$ cat config.mk
export PLATFORM = sky130hd
export DESIGN_NAME = dm_abstract_ctl
export DESIGN_NICKNAME = d
export VERILOG_FILES = /design/src/rtl/dm_abstract_ctl_pkg.sv /design/src/rtl/dm_abstract_ctl_cmd_check.sv /design/src/rtl/dm_abstract_ctl.sv
export SDC_FILE = /design/constraint.sdc
export NUM_CORES = 1
export LEC_CHECK = 0
export BUFFER_PORTS_ARGS = -buffer_cell sky130_fd_sc_hd__buf_2
export CAP_MARGIN = 20
export CORE_AREA = 4 4 64 96
export CTS_BUF_LIST = sky130_fd_sc_hd__clkbuf_2 sky130_fd_sc_hd__clkbuf_4 sky130_fd_sc_hd__clkbuf_8
export CTS_CLUSTER_SIZE = 40
export DETAILED_ROUTE_END_ITERATION = 8
export DIE_AREA = 0 0 68 100
export GPL_ROUTABILITY_DRIVEN = 0
export PLACE_DENSITY = 0.66
export SLEW_MARGIN = 0
export SYNTH_ARGS = -nofsm -noshare
export SYNTH_HDL_FRONTEND = slang
export SYNTH_SLANG_ARGS = --single-unit
$ cat constraint.sdc
create_clock -name clk -period 2.5 [get_ports clk]
set_input_delay 0.25 -clock clk [delete_from_list [all_inputs] [get_ports clk]]
set_output_delay 0.25 -clock clk [all_outputs]
set_load 0.02 [all_outputs]
$ cat src/rtl/dm_abstract_ctl_pkg.sv
// Shared types, cmderr codes, cmdtype constants and command field slices for the
// debug-module abstract command controller.
`ifndef DM_PKG_SV
`define DM_PKG_SV

`define DM_CMD_TYPE(c)    c[31:24]
`define DM_CMD_POSTINC(c) c[19]
`define DM_CMD_REGNO(c)   c[15:0]

package dm_pkg;

  typedef enum logic [1:0] {
    ST_IDLE,
    ST_CHECK,
    ST_EXEC
  } state_e;

  localparam logic [2:0] CMDERR_NONE       = 3'd0;
  localparam logic [2:0] CMDERR_BUSY       = 3'd1;
  localparam logic [2:0] CMDERR_NOTSUP     = 3'd2;
  localparam logic [2:0] CMDERR_EXCEPTION  = 3'd3;
  localparam logic [2:0] CMDERR_HALTRESUME = 3'd4;
  localparam logic [2:0] CMDERR_BUS        = 3'd5;
  localparam logic [2:0] CMDERR_OTHER      = 3'd7;

  localparam logic [7:0] CMDTYPE_ACCESS_REGISTER = 8'd0;
  localparam logic [7:0] CMDTYPE_QUICK_ACCESS    = 8'd1;
  localparam logic [7:0] CMDTYPE_ACCESS_MEMORY   = 8'd2;

endpackage

`endif

$ cat src/rtl/dm_abstract_ctl_cmd_check.sv
// Combinational CHECK-state verdict: whether the latched command may run given the
// core's halt state, or which cmderr code it earns.
module dm_cmd_check
  import dm_pkg::*;
(
  input  logic [7:0] cmdtype,
  input  logic       core_halted,
  output logic       pass,
  output logic [2:0] err
);

  always_comb begin
    pass = 1'b0;
    err  = CMDERR_NONE;
    unique case (cmdtype)
      CMDTYPE_ACCESS_REGISTER,
      CMDTYPE_ACCESS_MEMORY: begin
        if (core_halted) pass = 1'b1;
        else             err  = CMDERR_HALTRESUME;
      end
      // Quick access halts the core itself, so it needs a running core.
      CMDTYPE_QUICK_ACCESS: begin
        if (!core_halted) pass = 1'b1;
        else              err  = CMDERR_HALTRESUME;
      end
      default: err = CMDERR_NOTSUP;
    endcase
  end

endmodule

$ cat src/rtl/dm_abstract_ctl.sv
// Abstract command controller: IDLE -> CHECK -> EXEC sequencing, sticky cmderr and
// regno post-increment. Define DM_AUTOEXEC_EN to let autoexec_trig re-run the command.
module dm_abstract_ctl
  import dm_pkg::*;
(
  input  logic        clk,
  input  logic        rst_n,
  input  logic        dmactive,
  input  logic        cmd_wr,
  input  logic [31:0] cmd_wdata,
  input  logic        cmderr_clr,
  input  logic [2:0]  cmderr_wdata,
  input  logic        autoexec_trig,
  input  logic        core_halted,
  input  logic        core_done,
  input  logic        core_exception,
  input  logic        core_bus,
  input  logic        core_haltresume,
  output logic        exec,
  output logic [31:0] command,
  output logic        busy,
  output logic [2:0]  cmderr
);

  state_e      state_q, state_d;
  logic [31:0] cmd_q, cmd_d;
  logic [2:0]  cmderr_q, cmderr_d;
  logic        exec_q, busy_q;
  logic        err_set;
  logic [2:0]  err_code;
  logic        chk_pass;
  logic [2:0]  chk_err;
  logic        auto_req;

`ifdef DM_AUTOEXEC_EN
  assign auto_req = autoexec_trig;
`else
  logic unused_autoexec;
  assign unused_autoexec = autoexec_trig;
  assign auto_req        = 1'b0;
`endif

  dm_cmd_check u_cmd_check (
    .cmdtype     (`DM_CMD_TYPE(cmd_q)),
    .core_halted (core_halted),
    .pass        (chk_pass),
    .err         (chk_err)
  );

  always_comb begin
    state_d  = state_q;
    cmd_d    = cmd_q;
    err_set  = 1'b0;
    err_code = CMDERR_NONE;

    unique case (state_q)
      ST_IDLE: begin
        if (cmd_wr) begin
          if (cmderr_q == CMDERR_NONE) begin
            cmd_d   = cmd_wdata;
            state_d = ST_CHECK;
          end
        end else if (auto_req && cmderr_q == CMDERR_NONE) begin
          state_d = ST_CHECK;
        end
      end
      ST_CHECK: begin
        if (chk_pass) begin
          state_d = ST_EXEC;
        end else begin
          state_d  = ST_IDLE;
          err_set  = 1'b1;
          err_code = chk_err;
        end
      end
      ST_EXEC: begin
        if (core_done) begin
          state_d = ST_IDLE;
          if (core_exception) begin
            err_set  = 1'b1;
            err_code = CMDERR_EXCEPTION;
          end else if (core_bus) begin
            err_set  = 1'b1;
            err_code = CMDERR_BUS;
          end else if (core_haltresume) begin
            err_set  = 1'b1;
            err_code = CMDERR_HALTRESUME;
          end else if (`DM_CMD_TYPE(cmd_q) == CMDTYPE_ACCESS_REGISTER &&
                       `DM_CMD_POSTINC(cmd_q)) begin
            `DM_CMD_REGNO(cmd_d) = `DM_CMD_REGNO(cmd_q) + 16'd1;
          end
        end
      end
      default: state_d = ST_IDLE;
    endcase

    // A busy violation only reports when nothing else in this cycle already did.
    if (state_q != ST_IDLE && (cmd_wr || auto_req) && !err_set) begin
      err_set  = 1'b1;
      err_code = CMDERR_BUSY;
    end

    if (err_set)
      cmderr_d = (cmderr_q == CMDERR_NONE) ? err_code : cmderr_q;
    else if (cmderr_clr)
      cmderr_d = cmderr_q & ~cmderr_wdata;
    else
      cmderr_d = cmderr_q;
  end

  always_ff @(posedge clk) begin
    if (!rst_n || !dmactive) begin
      state_q  <= ST_IDLE;
      cmd_q    <= '0;
      cmderr_q <= '0;
      exec_q   <= 1'b0;
      busy_q   <= 1'b0;
    end else begin
      state_q  <= state_d;
      cmd_q    <= cmd_d;
      cmderr_q <= cmderr_d;
      exec_q   <= (state_d == ST_EXEC);
      busy_q   <= (state_d != ST_IDLE);
    end
  end

  assign exec    = exec_q;
  assign busy    = busy_q;
  assign command = cmd_q;
  assign cmderr  = cmderr_q;

endmodule

-- Yosys cells after proc, flatten, opt, wreduce, memory -nomap -nowiden
Cells that the tools add are included.
- register bits: 39
- bits in latches: 0
- memory bits (writable): 0
- bits in read-only memories: 0
- bits of input ports: 46
- output and inout bits: 37
- word-level logic and storage cells: 76
- memories: 0
- add/sub/neg operators: 1
- multiply operators: 0
- div/mod/pow operators: 0
- $lt $le $gt $ge: 0
- equality and inequality tests: 13
- shift operators: 0
- mux-type cells: 36
- bitwise gates (word level): 2
- reduce and logical (&&, ||, !) cells: 18
- operators by type and width (cell ; number):
    16-bit 2-to-1 mux ; 7
    3-bit 2-to-1 mux ; 11
    16-bit case mux with 2 select lines ; 1
    16-bit by 1-bit adder with 16-bit output, second input constant ; 1
    2-bit inequality test, second input constant ; 7
    3-bit case mux with 2 select lines ; 2
    8-bit by 1-bit equality test with 1-bit output, second input constant ; 1
    8-bit by 2-bit equality test with 1-bit output, second input constant ; 1
    8-bit zero test ; 1
    1-bit 2-to-1 mux ; 8
    2-bit 2-to-1 mux ; 4
    8-bit AND reduction ; 1
    2-bit nonzero test ; 4
    2-bit case mux with 3 select lines ; 1
    2-bit equality test, second input constant ; 2
    1-bit case mux with 2 select lines ; 2
    3-bit bitwise AND ; 1
    1-bit logical AND ; 3
    1-bit zero test ; 3
    3-bit zero test ; 1
    3-bit NOT ; 1
    3-bit AND reduction ; 1
    2-bit by 1-bit equality test with 1-bit output, second input constant ; 1
    2-bit zero test ; 1
    4 further kinds ; 4

-- Longest topological paths before layout
Gate-level depths: netlist of run 1.
- depth in word-level cells: 10
- depth in mapped cells: 9
- gate-level depth less buffers: 8

-- Hierarchy
Synthesis of run 1 repeated with hierarchy kept, for this count alone.
- cell total of the unflattened synthesis: 278
- area total of the unflattened synthesis: 2152.1 µm²
- by module, submodules not included (module ; times used ; cells an instance ; area each (µm²) ; seq. area each (µm²)):
    dm_abstract_ctl ; 1 ; 268 ; 2059.5 ; 780.7
    dm_cmd_check ; 1 ; 10 ; 92.6 ; 0.0

-- Least setup slack after synthesis of run 1
No wires, ideal clock.
- path kind: flip-flop to flip-flop
- start point: register cmd_q[24] (netlist: command[24])
- end point: register cmderr_q[2] (netlist: cmderr[2])
- setup time: 67 ps
- arrival time: 1964 ps
- data required time: 2433 ps
- path slack: 468 ps
- stages on the path, launching flop included: 7
- path buffers: 0
- clock period less this slack: 2032 ps
- cells stage by stage: dfxtp_1 > or3b_4 > a2111oi_4 > o21ai_2 > a2bb2oi_2 > a211o_1 > a21oi_2
- longest elaborated chain between the ends: 10
- elaborated cells between the ends (all ways): 19
- those cells by class: 3 x eq/ne; 10 x mux; 6 x reduce/logical
- ends and longest elaborated chain (item ; RTL line ; text):
    from (decl) ; dm_abstract_ctl.sv:26 ; logic [31:0] cmd_q, cmd_d;
    from (signal assigned) ; dm_abstract_ctl.sv:120 ; cmd_q <= cmd_d;
    8-bit by 2-bit equality test with 1-bit output or 8-bit zero test (tied branches) ; dm_abstract_ctl_cmd_check.sv:15 ; unique case (cmdtype)
    2-bit OR reduction ; dm_abstract_ctl_cmd_check.sv:15 ;
    1-bit case mux with 2 select lines ; dm_abstract_ctl_cmd_check.sv:15 ;
    1-bit 2-to-1 mux ; dm_abstract_ctl.sv:68 ; if (chk_pass) begin
    1-bit case mux with 2 select lines ; dm_abstract_ctl.sv:56 ; unique case (state_q)
    1-bit zero test ; dm_abstract_ctl.sv:98 ; if (state_q != ST_IDLE && (cmd_wr || auto_req) && !err_set) begin
    1-bit logical AND ; dm_abstract_ctl.sv:98 ;
    1-bit 2-to-1 mux or 3-bit 2-to-1 mux (tied branches) ; dm_abstract_ctl.sv:98 ;
    2-bit by 1-bit inequality test with 1-bit output (no source line), or another cell as far along ; -- ;
    2-bit AND reduction (no source line) or 3-bit 2-to-1 mux (tied branches) ; -- ;
    to (signal assigned) ; dm_abstract_ctl.sv:121 ; cmderr_q <= cmderr_d;
    to (decl) ; dm_abstract_ctl.sv:27 ; logic [2:0] cmderr_q, cmderr_d;
Several ways; a longest one is shown, not always the timed one. The select of a mux whose other input is x is not followed.
A chain may end at the register's enable or synchronous reset.

-- Worst setup path in the final report of run 1
- start point: register state_q[0]
- end point: register cmd_q[14] (netlist: command[14])
- longest elaborated chain between the ends: 3
- elaborated cells between the ends (all ways): 12
- those cells by class: 8 x eq/ne; 1 x mux; 3 x reduce/logical
- ends and longest elaborated chain (item ; RTL line ; text):
    from (decl) ; dm_abstract_ctl.sv:25 ; state_e state_q, state_d;
    from (signal assigned) ; dm_abstract_ctl.sv:119 ; state_q <= state_d;
    2-bit equality test or 2-bit zero test (tied branches) ; dm_abstract_ctl.sv:56 ;
    2-bit inequality test (no source line) or 2-bit nonzero test (tied branches) ; -- ;
    8-bit AND reduction (no source line) ; -- ;
Several ways; a longest one is shown, not always the timed one.

==> results of run 1 <==
==> synthesized netlist by cell type (2+ instances only) <==
cell type  number
ha_1            5
nand3b_1        3
a22oi_1         3
o211ai_1        2
nor3_1          8
a211o_1         3
nor2_1         22
dfxtp_1        39
nand3_1        10
clkbuf_1       12
inv_1           7
a21oi_1        29
o21ai_0        17
nand2_1        54
nand4_1         3
a221oi_1        3
a31oi_1         2
a211oi_1        6
nand2b_1        2
a21o_1          2
nor4_1          5
o2bb2ai_1       2
nor2b_1         3
and3_1          2
==> routing by layer <==
| layer | vias to the layer above | track usage (%) | wire length (microns) |
|---|---|---|---|
| met5 | - | 0 | 0 |
| met4 | 0 | 5.97 | 52 |
| met3 | 4 | 4.03 | 344 |
| met2 | 62 | 32.2 | 3050 |
| met1 | 1048 | 18.6 | 2230 |
| li1 | 1129 | - | - |
==> per-stage QoR <==
step	hold WS [ns]	cells
2_1_floorplan	0.386	270
3_3_place_gp	0.441	413
3_5_place_dp	0.447	413
4_1_cts	0.188	419
5_1_grt	0.191	419
6_report	0.196	419
==> critical path, cell delays in order, from the launching register on <==
cell and delay (ns):
dfxtp_1 0.33, inv_1 0.10, ha_1 0.31, buf_4 0.35, clkinv_1 0.14, buf_4 0.21, o21ai_0 0.30, o21ai_0 0.15
a21oi_1 0.12
==> worst max-delay path by stage <==
stage           startpoint          end  cells after the start
2_1_floorplan  command[24]    cmderr[2]                      6
3_3_place_gp    state_q[0]  command[14]                      8
3_5_place_dp    state_q[0]  command[14]                      8
4_1_cts         state_q[0]  command[14]                      8
5_1_grt         state_q[0]  command[14]                      8
6_report        state_q[0]  command[14]                      8
==> cell type report <==
cell class,instances,area share [%]
clock buffer,6,2.91
inverter,8,1.14
multi-input combinational,210,46.0
sequential,39,29.8
tap,70,3.34
timing repair buffer,86,16.9
==> registers in the layout (all words and copies together), names as in the netlist <==
signal / flops
state_q: 2
busy: 1
cmderr: 3
command: 32
exec: 1
==> cells by family (layout without fill, tap and decap cells) <==
kind of cell             after synthesis  after routing  synth area share (%)
AO/OA/AOI/OAI                         82             82                  26.6
adder cells (fa/ha/maj)                5              5                  3.03
buffers and inverters                 21            100                  3.82
flip-flops                            39             39                  37.8
multiplexers                           2              2                  1.03
AND/OR/NAND/NOR                      121            121                  27.7
==> power groups by stage <==
| stage | registers (mW) | logic [mW] | clock network (mW) |
|---|---|---|---|
| global placement | 0.685 | 0.256 | 0 |
| finish | 0.671 | 0.258 | 0.404 |
| floorplan | 0.710 | 0.136 | 0 |
| CTS | 0.671 | 0.261 | 0.418 |
| detailed placement | 0.685 | 0.260 | 0 |
| global route | 0.675 | 0.289 | 0.435 |
==> flow_metrics.py, run 1 <==
metrics = {
    "critical_path": {
        "ff2ff_setup_slack_ns": 0.42,
        "cp.arrival_ns": 2.30,
        "critical_path_required_ns": 2.72,
        "crit_path_max_fanout": 29,
        "start_kind": "flip-flop",
        "path_class": "flip-flop to flip-flop",
        "end_kind": "flip-flop",
        "worst_r2r_path_depth": 8,
        "r2r_start": "state_q[0]",
        "r2r_end": "command[14]",
    },
    "logic_synthesis": {
        "ys_types": 50,
        "netlist.area_leader.share_pct": 37.8,
        "synth_top_flop_cell": "dfxtp_1",
        "synth_nets": 321,
        "seq_area_frac_synth_pct": 37.8,
        "synth.area.top_cells": "dfxtp_1, nand2_1, a21oi_1",
        "synth_top_area_cell": "dfxtp_1",
        "yosysWarnings": 0,
        "synthCells": 270,
        "synth-edff-count": 0,
        "ys_async_sr_fraction_pct": 0,
        "ys_ff_latch": 39,
        "synth_area_per_cell_sq_um": 7.65,
        "syn_area_sq_mm": 0.00207,
    },
    "place": {
        "dp_hpwl_microns": 4270,
        "place_area_sq_mm": 0.00255,
        "io_buffers": 81,
        "post-place-ws_ns": 0.452,
    },
    "cts": {
        "cts_sinks": 39,
        "post_cts_buffers": 0,
        "root_buffer": "clkbuf_8",
        "cts_buffers": 5,
        "clock_path_buffers": 2,
        "cts_tree": "done",
        "clk_latency_ns": 0.29,
        "htreeDepth": 2,
        "clk_pin_slew_worst_paths_ns": 0.07,
        "ctsResizeCount": 0,
        "postCtsHoldBufs": 0,
    },
    "global_route": {
        "track_usage_pct": 17.4,
        "grt_max_degree": 30,
        "antenna_found_initial": 0,
        "grt_pass1_wl_microns": 9210,
        "grt_pass1_vias": 2078,
        "grt_overflow_total": 0,
    },
    "floorplanning": {
        "initial_core_util_pct": 38.5,
        "die_w_microns": 68,
        "die_area_sq_mm": 0.00680,
        "io_pins": 83,
        "core-area_sq_mm": 0.00537,
        "die_h_microns": 100,
        "rows": 33,
    },
    "power_and_ir_drop": {
        "finalPower_mw": 1.33,
        "power_frac_clock_pct": 30.3,
        "seqPwrFrac_pct": 50.3,
        "power_frac_comb_pct": 19.3,
        "p_sw_share_pct": 28.9,
        "p_per_area_mw_per_mm2": 508,
        "internal_power_uw": 947,
        "ir_drop_uv": 359,
        "power.leakage_nw": 1.14,
        "total_switching_power_uw": 385,
    },
    "finish": {
        "postLayoutCellArea_sq_mm": 0.00262,
        "drive_above_1_share_pct": 29.5,
        "layout_commonest_cell": "buf_2",
        "area_growth_pct": 27.0,
        "final-seq-area_sq_um": 781,
        "multiInputGateArea_sq_mm": 0.00121,
        "mostFrequentLayoutCells": "buf_2, nand2_1, dfxtp_1",
        "post-route-util_pct": 48.9,
        "fillers": 586,
        "n_antenna_cell": 0,
        "nets": 401,
    },
    "detailed_routing": {
        "viasPerCell": 5.35,
        "drtAntennaViolNets": 0,
        "drt_iter0_drc": 64,
        "drc_errors": 0,
        "via_count": 2243,
        "drt_pass1_iterations": 4,
        "routed_wl_microns": 5680,
        "wl_per_cell_microns": 13.6,
    },
    "run": {
        "cap_violations": 0,
    },
    "worst_hold_path": {
        "hold_path_end": "command[19]",
        "hold_depth": 3,
        "hp-class": "input port to flip-flop",
        "hp-start": "cmd_wdata[19]",
    },
    "sta": {
        "period_share_pct": 83.2,
        "slew_viol_final": 0,
        "setup_viol": 0,
        "fmax_mhz": 481,
        "setup_tns_ns": 0,
        "hold_violations": 0,
        "rsz0062_at_grt": "no",
        "timing.final.ws_setup_ns": 0.420,
        "relSlewSlack_pct": 48.6,
        "worst_pin_slew_ns": 0.769,
        "layout_min_cycle_time_ns": 2.08,
        "finalClockSkew_ns": 0.00757,
    },
    "status": {
        "status": "completed",
    },
}
Note: power is estimated with default switching activity, not from simulation.
==> run 2: changes to the inputs <==
--- a/config.mk
+++ b/config.mk
@@ -5,15 +5,15 @@
 export SDC_FILE = /design/constraint.sdc
 export NUM_CORES = 1
 export LEC_CHECK = 0
+export ABC_AREA = 1
 export BUFFER_PORTS_ARGS = -buffer_cell sky130_fd_sc_hd__buf_2
 export CAP_MARGIN = 20
-export CORE_AREA = 4 4 64 96
+export CORE_AREA = 4 4 67 99
 export CTS_BUF_LIST = sky130_fd_sc_hd__clkbuf_2 sky130_fd_sc_hd__clkbuf_4 sky130_fd_sc_hd__clkbuf_8
 export CTS_CLUSTER_SIZE = 40
 export DETAILED_ROUTE_END_ITERATION = 8
-export DIE_AREA = 0 0 68 100
+export DIE_AREA = 0 0 71 103
 export GPL_ROUTABILITY_DRIVEN = 0
-export PLACE_DENSITY = 0.66
 export SLEW_MARGIN = 0
 export SYNTH_ARGS = -nofsm -noshare
 export SYNTH_HDL_FRONTEND = slang
==> constraint.sdc (replaced) <==
create_clock -name clk -period 2.1 [get_ports clk]
set_input_delay 0.21 -clock clk [delete_from_list [all_inputs] [get_ports clk]]
set_output_delay 0.21 -clock clk [all_outputs]
set_load 0.02 [all_outputs]
==> run 2 against run 1 <==
Against the previous run: sequential share of layout area shrank 2.1 points; utilization shrank 0.16 points; non-clock buffer count decreased by 1; die area grew 7.5%; clock-buffer cell count unchanged; via count grew 3.7%; final area is 7.4% higher; area after synthesis increased by 8.1%; combinational power is 34% higher; maximum frequency up 12%; first-iteration DRC count up 31%; hold slack worse by 0.0026 ns; critical path type unchanged.
==> flow_metrics.py, run 2 <==
metrics = {
    "floorplanning": {
        "core-area_sq_mm": 0.00579,
        "die_w_microns": 71,
        "die_area_sq_mm": 0.00731,
        "initial_core_util_pct": 38.6,
        "die_h_microns": 103,
        "rows": 34,
        "io_pins": 83,
    },
    "detailed_routing": {
        "viasPerCell": 4.70,
        "wl_met3_microns": 370,
        "highest_layer": "met4",
        "drc_errors": 0,
        "routed_wl_microns": 5690,
        "wl_met2_microns": 2930,
        "wl_per_cell_microns": 11.5,
        "drt_iter0_drc": 84,
        "drt-met1-wl_microns": 2280,
        "drt_pass1_iterations": 4,
        "drtAntennaViolNets": 0,
        "via_count": 2327,
    },
    "logic_synthesis": {
        "yosysWarnings": 0,
        "ys_types": 29,
        "netlist.area_leader.share_pct": 35.0,
        "syn_area_sq_mm": 0.00223,
        "synth.area.top_cells": "dfxtp_1, nand2_1, o21ai_0",
        "synth-edff-count": 0,
        "ys_ff_latch": 39,
        "synth_top_flop_cell": "dfxtp_1",
        "synth_nets": 394,
        "synth_top_area_cell": "dfxtp_1",
        "synthCells": 343,
        "yosysMostFrequentCell": "nand2_1",
        "seq_area_frac_synth_pct": 35.0,
        "yosys-top-cells-count": "nand2_1, dfxtp_1, inv_1",
        "synth_area_per_cell_sq_um": 6.51,
        "ys_async_sr_fraction_pct": 0,
    },
    "sta": {
        "layout_min_cycle_time_ns": 1.86,
        "hold_violations": 0,
        "finalClockSkew_ns": 0.00627,
        "rsz0062_at_grt": "no",
        "slew_viol_final": 0,
        "worst_pin_slew_ns": 0.560,
        "period_share_pct": 88.7,
        "relSlewSlack_pct": 62.6,
        "setup_viol": 0,
        "fmax_mhz": 537,
        "setup_tns_ns": 0,
    },
    "critical_path": {
        "r2r_start": "state_q[0]",
        "path_class": "flip-flop to flip-flop",
        "critical_path_required_ns": 2.32,
        "cp.arrival_ns": 2.08,
        "r2r_end": "command[4]",
        "worst_r2r_path_depth": 9,
        "start_kind": "flip-flop",
        "crit_path_max_fanout": 21,
        "ff2ff_setup_slack_ns": 0.24,
        "end_kind": "flip-flop",
    },
    "global_route": {
        "grt_pass1_vias": 2241,
        "grt_pass1_wl_microns": 9540,
        "antenna_found_initial": 0,
        "grt_max_degree": 34,
        "grt_overflow_total": 0,
        "track_usage_pct": 16.2,
    },
    "finish": {
        "drive_above_1_share_pct": 26.5,
        "area_growth_pct": 26.2,
        "n_antenna_cell": 0,
        "nets": 473,
        "largest_register_ffs": 32,
        "mostFrequentLayoutCells": "nand2_1, buf_2, dfxtp_1",
        "postLayoutCellArea_sq_mm": 0.00282,
        "layout_commonest_cell": "nand2_1",
        "fillers": 648,
    },
    "cts": {
        "clock_path_buffers": 2,
        "ctsResizeCount": 0,
        "post_cts_buffers": 0,
        "cts_sinks": 39,
        "htreeDepth": 2,
        "clk_latency_ns": 0.29,
        "cts_tree": "done",
        "cts_buffers": 5,
        "root_buffer": "clkbuf_8",
        "postCtsHoldBufs": 0,
        "clk_pin_slew_worst_paths_ns": 0.07,
    },
    "power_and_ir_drop": {
        "power.leakage_nw": 1.35,
        "ir_drop_uv": 360,
        "p_per_area_mw_per_mm2": 674,
    },
    "place": {
        "io_buffers": 81,
        "dp_hpwl_microns": 4360,
        "place_area_sq_mm": 0.00268,
    },
    "worst_hold_path": {
        "hold_depth": 3,
        "hp-start": "cmd_wdata[26]",
        "hp-class": "input port to flip-flop",
        "hold_path_end": "command[26]",
    },
    "run": {
        "cap_violations": 0,
    },
    "status": {
        "status": "completed",
    },
}
[run 2: through the flow]
step / hold slack (ns) / total power, mW / util (%) / worst slack (ns) / cells
floorplan: 0.397 / 1.06 / - / 0.469 / 343
global placement: 0.431 / 1.17 / 46.3 / 0.271 / 487
detailed placement: 0.439 / 1.17 / 46.3 / 0.243 / 487
CTS: 0.183 / 1.93 / 48.7 / 0.213 / 495
global route: 0.202 / 2.02 / 48.7 / 0.0336 / 495
finish: 0.194 / 1.90 / 48.7 / 0.236 / 495
[run 2: power by group]
part           switching (mW)  leakage (nW)  total (mW)  internal, mW
logic                   0.219         0.968       0.345         0.126
clock network           0.260        0.0688       0.747         0.488
registers              0.0308         0.318       0.807         0.777
total                   0.510          1.35        1.90          1.39
[run 2: worst max-delay path by stage]
stage | start | endpoint | slack, ns | cells past startpoint
3_3_place_gp | state_q[0] | command[4] | 0.27 | 9
5_1_grt | state_q[0] | command[3] | 0.03 | 9
3_5_place_dp | state_q[0] | command[4] | 0.24 | 9
6_report | state_q[0] | command[4] | 0.24 | 9
4_1_cts | state_q[0] | command[5] | 0.21 | 9
2_1_floorplan | command[0] | command[14] | 0.47 | 11
[run 2: layout make-up]
| type | count | area [sq um] | share of cell area [%] |
|---|---|---|---|
| multi-input cells | 251 | 1220 | 43.4 |
| well taps | 72 | 90.1 | 3.20 |
| repair buffers | 85 | 439 | 15.6 |
| clock buffers | 6 | 76.3 | 2.71 |
| flip-flops and latches | 39 | 781 | 27.7 |
| inverters | 40 | 150 | 5.33 |
| clock inverters | 2 | 60.1 | 2.13 |
[run 2: logic make-up after synthesis]
logic type                 synth area share [%]
AOI/OAI and AO/OA                          15.2
and+or+nand+nor                            33.6
DFF                                        35.0
buffers and inverters                      10.3
xor gates and xnor gates                   3.14
adders and majority gates                  2.80
[run 2: routing by layer]
metal | track usage [%] | vias up
met5 | 0 | -
met4 | 7.24 | 0
met3 | 3.51 | 12
met2 | 29.7 | 65
met1 | 17.8 | 1008
li1 | - | 1242
[run 2: critical path, cell delays in order, from the launching register on]
cell and delay, ns:
dfxtp_1 0.34, inv_1 0.09, ha_1 0.33, inv_2 0.06
buf_4 0.21, nand2_1 0.09, nand3_2 0.18, inv_2 0.25
o21ai_0 0.13, a21oi_1 0.12
==> run 3: changes to the inputs <==
--- a/config.mk
+++ b/config.mk
@@ -8,12 +8,13 @@
 export ABC_AREA = 1
 export BUFFER_PORTS_ARGS = -buffer_cell sky130_fd_sc_hd__buf_2
 export CAP_MARGIN = 20
-export CORE_AREA = 4 4 67 99
+export CORE_AREA = 4 4 71 105
 export CTS_BUF_LIST = sky130_fd_sc_hd__clkbuf_2 sky130_fd_sc_hd__clkbuf_4 sky130_fd_sc_hd__clkbuf_8
 export CTS_CLUSTER_SIZE = 40
 export DETAILED_ROUTE_END_ITERATION = 8
-export DIE_AREA = 0 0 71 103
+export DIE_AREA = 0 0 75 109
 export GPL_ROUTABILITY_DRIVEN = 0
+export REMOVE_ABC_BUFFERS = 1
 export SLEW_MARGIN = 0
 export SYNTH_ARGS = -nofsm -noshare
 export SYNTH_HDL_FRONTEND = slang
==> run 3 against run 2 <==
Against the previous run: clock-buffer cell count grew 1; first-iteration DRC count shrank 21%; final cell count grew 1.0%; final area shrank 1.4%; clock power shrank 29%; critical path depth grew 4; largest power group unchanged; wire length grew 2.6%; power shrank 12%; utilization shrank 6.2 points; register-to-register slack gained 0.09 ns; global-route usage shrank 1.3 points.
==> flow_metrics.py, run 3 (synthesis results as in run 2) <==
metrics = {
    "critical_path": {
        "critPathBufInv": 2,
        "cpMaxStageDelayCell": "dfxtp_1",
        "crit_path_max_fanout": 6,
        "start_kind": "flip-flop",
        "critPathLaunch": "state_q[0]",
        "cpPeakStageDelay_ns": 0.40,
        "path_class": "flip-flop to flip-flop",
        "ff2ff_setup_slack_ns": 0.32,
        "r2r_start": "state_q[0]",
        "worst_r2r_path_depth": 13,
        "critical_path_required_ns": 2.33,
        "r2r_end": "cmderr[2]",
        "cpMostUsedCell": "nand2_1",
        "crit_family": "simple AND/OR/NAND/NOR gates",
        "end_kind": "flip-flop",
        "crit_chain": "inv_1 > ha_1 > nand2_1 > inv_1 > a21oi_1 > nand2_2 > nand2_4 > nand2_1 > nand2_1 > nand2_2 > nand2_1 > nand2_1 > nor2_1",
        "cp.arrival_ns": 2.00,
    },
    "sta": {
        "layout_min_cycle_time_ns": 1.78,
        "setup_tns_ns": 0,
        "slew_viol_final": 0,
        "rsz0062_at_grt": "no",
        "holdWs_ns": 0.188,
        "period_share_pct": 84.7,
        "worst_pin_slew_ns": 0.597,
        "setup_viol": 0,
        "finalClockSkew_ns": 0.0113,
        "relSlewSlack_pct": 60.1,
        "fmax_mhz": 563,
        "hold_violations": 0,
    },
    "floorplanning": {
        "io_pins": 83,
        "die_h_microns": 109,
        "rows": 36,
        "die_area_sq_mm": 0.00818,
        "core-area_sq_mm": 0.00653,
        "initial_core_util_pct": 34.2,
        "die_w_microns": 75,
    },
    "global_route": {
        "grt_pass1_wl_microns": 9550,
        "grt_pass1_vias": 2221,
        "grt_overflow_total": 0,
        "antenna_found_initial": 0,
        "track_usage_pct": 15.0,
        "grt_max_degree": 33,
    },
    "place": {
        "place_area_sq_mm": 0.00269,
        "io_buffers": 81,
        "placedCellCount": 492,
        "dp_hpwl_microns": 4410,
    },
    "finish": {
        "nets": 474,
        "mostFrequentLayoutCells": "nand2_1, buf_2, dfxtp_1",
        "drive_above_1_share_pct": 26.7,
        "largest_register_ffs": 32,
        "layout_commonest_cell": "nand2_1",
        "n_antenna_cell": 0,
        "area_growth_pct": 24.5,
        "final_cells": 500,
        "postLayoutCellArea_sq_mm": 0.00278,
    },
    "detailed_routing": {
        "drc_errors": 0,
        "drtAntennaViolNets": 0,
        "wl_per_cell_microns": 11.7,
        "drt_pass1_iterations": 4,
        "via_count": 2373,
        "viasPerCell": 4.75,
        "routed_wl_microns": 5830,
        "drt_iter0_drc": 66,
    },
    "cts": {
        "cts_sinks": 39,
        "root_buffer": "clkbuf_8",
        "clk_latency_ns": 0.30,
        "cts_tree": "done",
        "clk_pin_slew_worst_paths_ns": 0.08,
        "htreeDepth": 2,
        "post_cts_buffers": 0,
        "postCtsHoldBufs": 0,
        "clock_path_buffers": 2,
        "ctsResizeCount": 0,
        "cts_buffers": 5,
    },
    "worst_hold_path": {
        "hp-class": "input port to flip-flop",
        "hold_path_end": "command[17]",
        "hp-start": "cmd_wdata[17]",
        "hold_depth": 3,
    },
    "power_and_ir_drop": {
        "finalPower_mw": 1.68,
        "ir_drop_uv": 368,
        "p_per_area_mw_per_mm2": 603,
        "power.leakage_nw": 1.34,
    },
    "run": {
        "cap_violations": 0,
    },
    "status": {
        "status": "completed",
    },
}
-- run 3: cell types whose count changed in the layout (fill, tap and decap cells not counted), sizes merged --
cell    previous run  this run
buf               85        86
bufinv             2         0
clkbuf             6         7
clkinv             0         1
-- run 3: where the power goes --
group / internal, mW / switching (mW) / total (mW)
registers: 0.777 / 0.0304 / 0.807
logic: 0.124 / 0.218 / 0.342
clock network: 0.259 / 0.269 / 0.528
-- run 3: worst max path at each step --
stage               slack (ns)          end  cells past startpoint
floorplan                 0.11   command[4]                      9
global placement          0.40  command[14]                     11
detailed placement        0.34    cmderr[2]                     13
CTS                       0.31    cmderr[2]                     13
global route              0.07    cmderr[2]                     13
finish                    0.32    cmderr[2]                     13
-- run 3: final cells by class --
| cell class | instances | area, sq um |
|---|---|---|
| Clock buffer | 7 | 83.8 |
| Clock inverter | 1 | 5.00 |
| Multi-Input combinational cell | 251 | 1220 |
| Sequential cell | 39 | 781 |
| Fill cell | 704 | 3750 |
| Timing Repair Buffer | 86 | 443 |
| Tap cell | 76 | 95.1 |
| Inverter | 40 | 150 |
-- run 3: metrics by stage --
stage	setup WS (ns)	utilization [%]
6_report	0.322	42.6
3_5_place_dp	0.338	41.2
5_1_grt	0.0658	42.6
3_3_place_gp	0.402	41.2
4_1_cts	0.311	42.6
2_1_floorplan	0.109	-
-- run 3: layer usage --
layer	wire length, microns	up-vias	global-route usage [%]
met1	2340	1055	16.0
met3	437	10	4.15
li1	-	1245	-
met2	2940	63	26.7
met4	117	0	6.23
met5	0	-	0
-- run 3: worst min-delay path, stage by stage --
cell	delay [ns]
buf_2	0.07
o21ai_0	0.07
a21oi_1	0.11
